$ cat config.mk
export PLATFORM = sky130hd
export DESIGN_NAME = butterfly_ctrl
export DESIGN_NICKNAME = d
export VERILOG_FILES = /design/src/rtl/butterfly_pkg.sv /design/src/rtl/switch_debounce.sv /design/src/rtl/butterfly_ctrl.sv
export SDC_FILE = /design/constraint.sdc
export NUM_CORES = 1
export LEC_CHECK = 0
export CORE_MARGIN = 2
export CORE_UTILIZATION = 56
export DETAILED_ROUTE_END_ITERATION = 6
export PLACE_DENSITY = 0.94
export SYNTH_ARGS = -nofsm -noshare
export SYNTH_HDL_FRONTEND = slang
export SYNTH_SLANG_ARGS = --single-unit
$ cat constraint.sdc
create_clock -name Clock -period 3.7 [get_ports Clock]
set_input_delay 1.11 -clock Clock [delete_from_list [all_inputs] [get_ports Clock]]
set_output_delay 1.11 -clock Clock [all_outputs]
set_load 0.1 [all_outputs]
$ cat src/rtl/butterfly_pkg.sv
// Shared types and constants for the butterfly front-end sequencer.
//
// Contents:
//   ctrl_state_t : sequencer states. The numeric value of each state is
//                  shown directly on the board's state LEDs.
//   ERR_DISPLAY  : word shown on the display while the sequencer is in ERROR.
//   WORD_W       : default operand/result word width.
//   word_t       : one operand/result word of WORD_W bits.
package butterfly_pkg;

    localparam int WORD_W = 8;

    typedef logic [WORD_W-1:0] word_t;

    localparam logic [7:0] ERR_DISPLAY = 8'hEE;

    // The encodings follow the order in which the states are visited.
    // The LED code for a state is its position in that sequence.
    typedef enum logic [3:0] {
        LD_TW     = 4'd0,
        LD_BRE    = 4'd1,
        LD_BIM    = 4'd2,
        LD_ARE    = 4'd3,
        LD_AIM    = 4'd4,
        START     = 4'd5,
        WAIT_DONE = 4'd6,
        SHOW_ARE  = 4'd7,
        SHOW_AIM  = 4'd8,
        SHOW_BRE  = 4'd9,
        SHOW_BIM  = 4'd10,
        ERROR     = 4'd11
    } ctrl_state_t;

endpackage

$ cat src/rtl/switch_debounce.sv
// Conditions one raw, bouncy board switch.
//
// The module synchronises the switch, debounces it, and raises a one-cycle
// step pulse when the debounced level falls from 1 to 0.
//
// Parameters:
//   DEBOUNCE_CYCLES : number of cycles the synchronised level must stay
//                     stable before the debounced level accepts it.
//
// Ports:
//   Clock  in  : system clock. All logic runs on the rising edge.
//   nReset in  : asynchronous active-low reset.
//   raw    in  : raw switch input. It is asynchronous to Clock.
//   step   out : one-cycle pulse on a debounced 1->0 transition.
module switch_debounce #(
    parameter int DEBOUNCE_CYCLES = 50000
) (
    input  logic Clock,
    input  logic nReset,
    input  logic raw,
    output logic step
);

    localparam int CNT_W = (DEBOUNCE_CYCLES > 1) ? $clog2(DEBOUNCE_CYCLES) : 1;
    localparam logic [CNT_W-1:0] CNT_MAX = CNT_W'(DEBOUNCE_CYCLES - 1);

    logic             sync_a;
    logic             sync_b;
    logic             level;
    logic [CNT_W-1:0] count;

    // Two-flop synchroniser feeds a stability counter.
    //
    // The counter runs only while the synchronised value disagrees with the
    // accepted level. Any agreement throws the partial count away. On reaching
    // the limit, the new level is taken and the counter clears, so it never
    // wraps.
    //
    // Everything resets high, so a switch that is resting high at power-up
    // produces no event.
    always_ff @(posedge Clock or negedge nReset) begin
        if (!nReset) begin
            sync_a <= 1'b1;
            sync_b <= 1'b1;
            level  <= 1'b1;
            count  <= '0;
            step   <= 1'b0;
        end else begin
            sync_a <= raw;
            sync_b <= sync_a;
            step   <= 1'b0;
            if (sync_b == level) begin
                count <= '0;
            end else if (count == CNT_MAX) begin
                level <= sync_b;
                count <= '0;
                step  <= ~sync_b;
            end else begin
                count <= count + 1'b1;
            end
        end
    end

endmodule

$ cat src/rtl/butterfly_ctrl.sv
// Front-end sequencer for the radix-2 butterfly core.
//
// Step presses on the control switch load the twiddle index and the four
// operand words from the slide switches. After the last load, the sequencer
// fires one start pulse at the core and waits, with a timeout, for the core's
// done flag. It then steps the four result words onto the display, one word
// per press.
//
// Parameters:
//   DEBOUNCE_CYCLES : stability time of the control switch, in clock cycles.
//   TIMEOUT_CYCLES  : maximum number of cycles spent waiting for core_done.
//   DATA_W          : operand/result word width.
//
// Ports:
//   Clock, nReset                       : clock; asynchronous active-low reset.
//   sswitch                             : operand slide switches (quasi-static).
//   control                             : raw step switch.
//   core_done                           : core completion pulse.
//   res_are, res_aim, res_bre, res_bim  : core results, valid with core_done.
//   twiddle_idx                         : latched twiddle index.
//   op_bre, op_bim, op_are, op_aim      : latched operands driven to the core.
//   core_start                          : one-cycle start pulse to the core.
//   display                             : word currently shown.
//   state_leds                          : encoded current state.
//   error                               : high while the sequencer is in ERROR.
module butterfly_ctrl
    import butterfly_pkg::*;
#(
    parameter int DEBOUNCE_CYCLES = 50000,
    parameter int TIMEOUT_CYCLES  = 1024,
    parameter int DATA_W          = 8
) (
    input  logic              Clock,
    input  logic              nReset,
    input  logic [DATA_W-1:0] sswitch,
    input  logic              control,
    input  logic              core_done,
    input  logic [DATA_W-1:0] res_are,
    input  logic [DATA_W-1:0] res_aim,
    input  logic [DATA_W-1:0] res_bre,
    input  logic [DATA_W-1:0] res_bim,
    output logic [2:0]        twiddle_idx,
    output logic [DATA_W-1:0] op_bre,
    output logic [DATA_W-1:0] op_bim,
    output logic [DATA_W-1:0] op_are,
    output logic [DATA_W-1:0] op_aim,
    output logic              core_start,
    output logic [DATA_W-1:0] display,
    output logic [3:0]        state_leds,
    output logic              error
);

    localparam int TO_W = (TIMEOUT_CYCLES > 1) ? $clog2(TIMEOUT_CYCLES) : 1;
    localparam logic [TO_W-1:0] TO_MAX = TO_W'(TIMEOUT_CYCLES - 1);

    ctrl_state_t       state;
    logic              step;
    logic [TO_W-1:0]   timeout_count;
    logic [DATA_W-1:0] cap_are;
    logic [DATA_W-1:0] cap_aim;
    logic [DATA_W-1:0] cap_bre;
    logic [DATA_W-1:0] cap_bim;

    // Control switch conditioning: debounced falling edge becomes a step.
    switch_debounce #(
        .DEBOUNCE_CYCLES(DEBOUNCE_CYCLES)
    ) u_control_debounce (
        .Clock (Clock),
        .nReset(nReset),
        .raw   (control),
        .step  (step)
    );

    assign state_leds = state;

    // Main sequencer.
    //
    // core_start, error and display are registered alongside the state. They
    // are set on the edge that enters a state, so core_start is high exactly
    // while the state is START, and error is high exactly while it is ERROR.
    //
    // A core_done seen outside WAIT_DONE is ignored, so the captured results
    // only change on a real completion. In WAIT_DONE the case arms give
    // core_done priority over the timeout, and steps are not looked at there.
    always_ff @(posedge Clock or negedge nReset) begin
        if (!nReset) begin
            state         <= LD_TW;
            twiddle_idx   <= '0;
            op_bre        <= '0;
            op_bim        <= '0;
            op_are        <= '0;
            op_aim        <= '0;
            cap_are       <= '0;
            cap_aim       <= '0;
            cap_bre       <= '0;
            cap_bim       <= '0;
            display       <= '0;
            core_start    <= 1'b0;
            error         <= 1'b0;
            timeout_count <= '0;
        end else begin
            case (state)
                LD_TW: begin
                    if (step) begin
                        twiddle_idx <= sswitch[2:0];
                        state       <= LD_BRE;
                    end
                end
                LD_BRE: begin
                    if (step) begin
                        op_bre <= sswitch;
                        state  <= LD_BIM;
                    end
                end
                LD_BIM: begin
                    if (step) begin
                        op_bim <= sswitch;
                        state  <= LD_ARE;
                    end
                end
                LD_ARE: begin
                    if (step) begin
                        op_are <= sswitch;
                        state  <= LD_AIM;
                    end
                end
                LD_AIM: begin
                    if (step) begin
                        op_aim     <= sswitch;
                        core_start <= 1'b1;
                        state      <= START;
                    end
                end
                START: begin
                    core_start    <= 1'b0;
                    timeout_count <= '0;
                    state         <= WAIT_DONE;
                end
                WAIT_DONE: begin
                    if (core_done) begin
                        cap_are <= res_are;
                        cap_aim <= res_aim;
                        cap_bre <= res_bre;
                        cap_bim <= res_bim;
                        display <= res_are;
                        state   <= SHOW_ARE;
                    end else if (timeout_count == TO_MAX) begin
                        error   <= 1'b1;
                        display <= DATA_W'(ERR_DISPLAY);
                        state   <= ERROR;
                    end else begin
                        timeout_count <= timeout_count + 1'b1;
                    end
                end
                SHOW_ARE: begin
                    if (step) begin
                        display <= cap_aim;
                        state   <= SHOW_AIM;
                    end
                end
                SHOW_AIM: begin
                    if (step) begin
                        display <= cap_bre;
                        state   <= SHOW_BRE;
                    end
                end
                SHOW_BRE: begin
                    if (step) begin
                        display <= cap_bim;
                        state   <= SHOW_BIM;
                    end
                end
                SHOW_BIM: begin
                    if (step) begin
                        state <= LD_TW;
                    end
                end
                ERROR: begin
                    if (step) begin
                        error <= 1'b0;
                        state <= LD_TW;
                    end
                end
                default: begin
                    core_start <= 1'b0;
                    error      <= 1'b0;
                    state      <= LD_TW;
                end
            endcase
        end
    end

endmodule

* After elaboration in Yosys (flattened, before gate mapping) *
Index checks and enable logic that the tools add are counted.

cells by class
  multiplexer cells = 31
  reduce and logical (&&, ||, !) cells = 18
  bitwise gates (word level) = 4
  add/sub/neg operators = 2
  eq/ne operators = 28

operators with widths
  cell                   count
  $mux 4                 11
  $pmux 4 s11            1
  $mux 8                 5
  $mux 16                2
  $pmux 8 s4             1
  $mux 10                2
  $ne 2x1->1 const B     10
  $pmux 10 s2            1
  $reduce_or 10->1       2
  $add 16x1->16 const B  1
  $eq 16x16->1 const B   1
  $eq 4x3->1 const B     4
  $eq 4x4->1 const B     4
  $reduce_and 2->1       8
  $add 10x1->10 const B  1
  $eq 10x10->1 const B   1
  $reduce_and 10->1      1
  $eq 4x2->1 const B     2
  $mux 1                 6
  $ne 2x2->1 const B     3
  $reduce_and 5->1       1
  $eq 4x1->1 const B     1
  $logic_not 4->1        1
  $not 1->1              4
  9 further kinds        9

storage, ports and cells
  output and inout bits = 49
  word-level logic and storage cells = 101
  flip-flop bits (word level) = 103

* Depth between registers and ports, before layout *
  word-level depth = 4
  depth in mapped cells = 6

* Modules after synthesis *
A second synthesis with hierarchy kept.

unflattened totals
  cells, all modules = 370
  area, all modules = 4583.1 um2

modules (own cells, without submodules)
  module           instances  cells each  area an instance (um2)  sequential area each (um2)
  butterfly_ctrl   1          283         3659.8                  2077.0
  switch_debounce  1          87          923.4                   504.2

* Worst setup path after synthesis *
OpenSTA, ideal clock, no wires.

  path type = register -> register
  start = register state[0] (netlist: state_leds[0])
  end = register cap_aim[2]
  required time = 3575 ps
  stages on the path, launching flop included = 7
  arrival = 2273 ps
  clock period less this slack = 2398 ps
  path slack = 1302 ps
  cells stage by stage = dfrtp_1 > buf_4 > and4bb_2 > buf_4 > nand2_2 > buf_2 > mux2_2

on the way
  cells in the longest elaborated chain, start to end = 2

RTL lines
  element                     line                   source
  start: declaration          butterfly_ctrl.sv:56   ctrl_state_t state;
  start signal: assignment    butterfly_ctrl.sv:87   state <= LD_TW;
  start signal: assignment    butterfly_ctrl.sv:106  state <= LD_BRE;
  start signal: assignment    butterfly_ctrl.sv:112  state <= LD_BIM;
  $eq 4x3->1                  butterfly_ctrl.sv:102  case (state)
  $reduce_and 2->1 (no line)  --
  end signal: assignment      butterfly_ctrl.sv:142  cap_aim <= res_aim;
  end: declaration            butterfly_ctrl.sv:60   logic [DATA_W-1:0] cap_aim;

Every way passes these cells.
A chain may end at the register's enable or synchronous reset.

* Worst setup path after layout *
  start = input core_done
  end = register display[5]

on the way
  cells in the longest elaborated chain, start to end = 2

RTL lines
  element                                                          line                   source
  start: declaration                                               butterfly_ctrl.sv:37   input logic core_done,
  $ne 3x3->1 (no line) / $mux 8 (equally long branches)            --
  $reduce_and 5->1 (no line) / $pmux 8 s4 (equally long branches)  --
  end signal: assignment                                           butterfly_ctrl.sv:145  display <= res_are;
  end signal: assignment                                           butterfly_ctrl.sv:149  display <= DATA_W'(ERR_DISPLAY);
  end signal: assignment                                           butterfly_ctrl.sv:157  display <= cap_aim;
  end: declaration                                                 butterfly_ctrl.sv:48   output logic [DATA_W-1:0] display,

Several ways; a longest one is shown, not always the timed one.

==> metrics.log <==
INFO  metric status = finished clean
INFO  metric synthDistinctLibCells = 56
INFO  metric setup_viol_count_final = 0
INFO  metric finClkSkew = approximately 12 ps
INFO  metric holdBufCountCts = 0
INFO  metric worstReg2RegEnd = op_aim[4]$_DFFE_PN0P_
INFO  metric final_antenna_net_count = 0
INFO  metric fp.dieW = 96.4 um
INFO  metric yosysTopAreaCell = sky130_fd_sc_hd__dfrtp_1
INFO  metric vias_per_inst = a little over 6
INFO  metric routabilityCongestion = roughly 0.86
INFO  metric net_count_final = around 520
INFO  metric core_region_area = between 8000 and 9000 um^2
INFO  metric cp_data_arrival_time = between 2000 and 3000 ps
INFO  metric max_freq = approximately 380 MHz
INFO  metric rr_worst_depth = 3
INFO  metric setup.reg_to_reg.worst_slack = around 1500 ps
INFO  metric cts_tree = yes
INFO  metric synth-seq-cells = 103
INFO  metric pin_count_of_the_biggest_net_entering_global_routing = 54
INFO  metric via_count_of_the_first_global_routing_pass = 3410
INFO  metric sequential_power_share = 56.7%
INFO  metric pre_cts_slack = ~680 ps
INFO  metric io-pin-count = 93
INFO  metric timing.slew.headroom = 55.3%
INFO  metric setup-tns-final = 0 ps
INFO  metric clock_power_share = a little under a third
INFO  metric antennaDiodeCount = 0
INFO  metric power_frac_comb = a little under an eighth
INFO  metric clkLatencyLatePin = around 380 ps
INFO  metric route.detailed.wl_per_inst = around 19 um
INFO  metric ys_warn_count = 0
INFO  metric route.vias.total = 3505
INFO  metric mean_area_per_synthesized_cell = about 12 um^2
INFO  metric htree_levels = 3
INFO  metric hold_end = u_control_debounce.sync_b$_DFF_PN1_
INFO  metric netlist_instances = around 380
INFO  metric irDropWorstVdd = 254 uV
INFO  metric cts-buffers-inserted = 9
INFO  metric critical_path.endpoint_type = flip-flop
INFO  metric number_of_antenna_violations_at_the_first_check_in_global_routing = 0
INFO  metric detailed_place_hpwl = approximately 7800 um
INFO  metric data_required_time_of_the_critical_path = a little under 4000 ps
INFO  metric ys_top_cells_by_area = sky130_fd_sc_hd__dfrtp_1 (52%), sky130_fd_sc_hd__mux2_2 (16%), sky130_fd_sc_hd__mux2_4 (2.5%), sky130_fd_sc_hd__xor2_1 (2.2%), sky130_fd_sc_hd__dfstp_2 (1.6%)
INFO  metric cts.path.max_buffers = 2
INFO  metric die_h = between 90 and 100 um
INFO  metric timing.setup.critical_path_class = in -> reg
INFO  metric post_cts_setup_buffer_count = 0
INFO  metric syn-num-nets = 430
INFO  metric cp-start-kind = primary input
INFO  metric worstMarginPinSlew = around 670 ps
INFO  metric post_route_cells_drive_above_1_share = 32.1%
INFO  metric cell_internal_pwr = between 0.001 and 0.0015 W
INFO  metric power.share.switching = approximately 27%
INFO  metric number_of_slew_limit_violations_in_the_final_report = 0
INFO  metric cts_root_buf = sky130_fd_sc_hd__clkbuf_8
INFO  metric seq_area_frac_synth = 53.9%
INFO  metric worstPathMaxFanout = 11
INFO  metric drt_first_pass_iters = 5
INFO  metric asyncSetResetFlopFracSynth = 100%
INFO  metric timing.hold.worst.start = u_control_debounce.sync_a$_DFF_PN1_
INFO  metric rsz0062_at_grt = false
INFO  metric power.leakage = 2.73 nW
INFO  metric maxCapViolations = 0
INFO  metric rows = 33
INFO  metric pd_cells = around 350 nW/um^2
INFO  metric hold-path-cell-count = 0
INFO  metric port_buffers = between 90 and 100
INFO  metric synth_flop_cell = sky130_fd_sc_hd__dfrtp_1
INFO  metric post-route-cell-area = ~5800 um^2
INFO  metric syn_to_final_growth = 21.3%
INFO  metric tritoncts_num_sinks = 103
INFO  metric final_min_period_over_clock_period = between 70% and 80%
INFO  metric timing.rr.start = state_leds[1]$_DFFE_PN0P_
INFO  metric remaining_routing_drc_violations = 0
INFO  metric synth_common_cells = sky130_fd_sc_hd__dfrtp_1 (100), sky130_fd_sc_hd__mux2_2 (66), sky130_fd_sc_hd__nand2_1 (17), sky130_fd_sc_hd__nor2_1 (16), sky130_fd_sc_hd__o21ai_0 (13)
INFO  metric hold_path.class = reg -> reg
INFO  metric synth_enable_flop_cells = 0
INFO  metric grtUsageTotal = approximately a quarter
INFO  metric post_cts_resized = 0
INFO  metric globalRoute.totalOverflow = 0
INFO  metric finalHoldViolations = 0
INFO  metric routed_wirelength = between 10000 and 15000 um
INFO  metric period_needed = about 2600 ps
INFO  metric netlist_area = around 4800 um^2
INFO  metric dr.first_iter.drc_count = 210
INFO  metric clkTransAtPathRegs = 100 ps
INFO  metric total_switching_power = about 0.00056 W
INFO  metric floorplan.initialDensity = between 50 and 60%
INFO  metric fp.dieArea = between 9000 and 10000 um^2
INFO  metric synth_most_common_cell = sky130_fd_sc_hd__dfrtp_1
INFO  metric yosys.area.top_type_share = a little over half
INFO  metric placedInstanceArea = ~5600 um^2
INFO  metric finish.utilization = 70.3%
INFO  metric final.setup.worst_slack = 1050 ps
INFO  metric grt_first_pass_wirelength = 17500 um
## placed cells by master, fill, tap and decap left out, types with 3 or more instances in the layout
cell type                         count
sky130_fd_sc_hd__dfstp_2              3
sky130_fd_sc_hd__nor4bb_1             3
sky130_fd_sc_hd__and3_1               7
sky130_fd_sc_hd__nand2_1             17
sky130_fd_sc_hd__a21oi_1             10
sky130_fd_sc_hd__or4_1                3
sky130_fd_sc_hd__mux2_4               8
sky130_fd_sc_hd__nor3_1               5
sky130_fd_sc_hd__mux2_2              66
sky130_fd_sc_hd__nand4_1              8
sky130_fd_sc_hd__inv_1                9
sky130_fd_sc_hd__xnor2_1              6
sky130_fd_sc_hd__clkdlybuf4s50_1     42
sky130_fd_sc_hd__nor3b_1              5
sky130_fd_sc_hd__a22o_1               3
sky130_fd_sc_hd__dfrtp_1            100
sky130_fd_sc_hd__buf_4               54
sky130_fd_sc_hd__nor2_1              16
sky130_fd_sc_hd__a22oi_1              5
sky130_fd_sc_hd__clkbuf_8             9
sky130_fd_sc_hd__a31oi_1              4
sky130_fd_sc_hd__nand2b_1             4
sky130_fd_sc_hd__a2bb2oi_1            6
sky130_fd_sc_hd__xor2_1              12
sky130_fd_sc_hd__nand3_1              9
sky130_fd_sc_hd__o21ai_0             13
## metrics by stage
step,cells,hold WS (ps),total power (W)
2_1_floorplan,384,345,0.00130
3_3_place_gp,565,346,0.00140
3_5_place_dp,565,356,0.00141
4_1_cts,581,369,0.00204
5_1_grt,581,380,0.00211
6_report,581,370,0.00203
## worst max-delay path, stage by stage
cell and delay (ps):
sky130_fd_sc_hd__clkdlybuf4s50_1 670, sky130_fd_sc_hd__inv_1 250, sky130_fd_sc_hd__or3_4 470, sky130_fd_sc_hd__a2bb2oi_1 140, sky130_fd_sc_hd__mux2_2 260
## sequential cells by signal (all words and copies together), names as in the netlist
name                       count
state_leds                     4
u_control_debounce.count      16
twiddle_idx                    3
core_start                     1
cap_bre                        8
cap_bim                        8
u_control_debounce.step        1
cap_aim                        8
op_are                         8
op_bim                         8
display                        8
op_aim                         8
u_control_debounce.sync_a      1
op_bre                         8
u_control_debounce.sync_b      1
timeout_count                 10
error                          1
u_control_debounce.level       1
## kinds of logic (layout without fill, tap and decap cells)
logic type / count (synthesis) / after routing / synth area share [%]
flops: 103 / 103 / 53.9
simple gates: 98 / 98 / 12.1
mux: 76 / 76 / 18.5
compound gates: 58 / 58 / 8.68
buf+inv: 29 / 121 / 3.03
xor+xnor: 18 / 18 / 3.29
fa+ha+maj: 2 / 2 / 0.523
## per-layer routing
layer / up-vias / wire (um) / track usage, %
met5: - / 0 / 0
met4: 0 / 240 / 7.51
met3: 29 / 520 / 7.29
met2: 129 / 5870 / 41.5
met1: 1769 / 4420 / 32.6
li1: 1578 / - / -
## power groups by stage
stage          combinational (W)  clock (W)  sequential (W)
4_1_cts                 0.000235   0.000654         0.00115
6_report                0.000233   0.000646         0.00115
5_1_grt                 0.000244   0.000714         0.00116
2_1_floorplan          0.0000306          0         0.00127
3_5_place_dp            0.000234          0         0.00118
3_3_place_gp            0.000230          0         0.00117
## layout make-up
cell class | count | area (um^2)
Timing Repair Buffer | 96 | 826
Clock buffer | 11 | 131
Multi-Input combinational cell | 252 | 2060
Inverter | 9 | 33.8
Clock inverter | 5 | 42.5
Tap cell | 105 | 131
Fill cell | 552 | 2450
Sequential cell | 103 | 2580
## worst max path at each step
stage	endpoint	startpoint	slack, ps	cells past startpoint
3_5_place_dp	display[2]$_DFFE_PN0P_	core_done	680	5
5_1_grt	display[5]$_DFFE_PN0P_	core_done	990	5
4_1_cts	display[2]$_DFFE_PN0P_	core_done	1070	5
6_report	display[5]$_DFFE_PN0P_	core_done	1050	5
2_1_floorplan	cap_aim[2]$_DFFE_PN0P_	state_leds[0]$_DFFE_PN0P_	1300	6
3_3_place_gp	display[7]$_DFFE_PN0P_	core_done	750	5
Power figures use the tool's default switching activity.
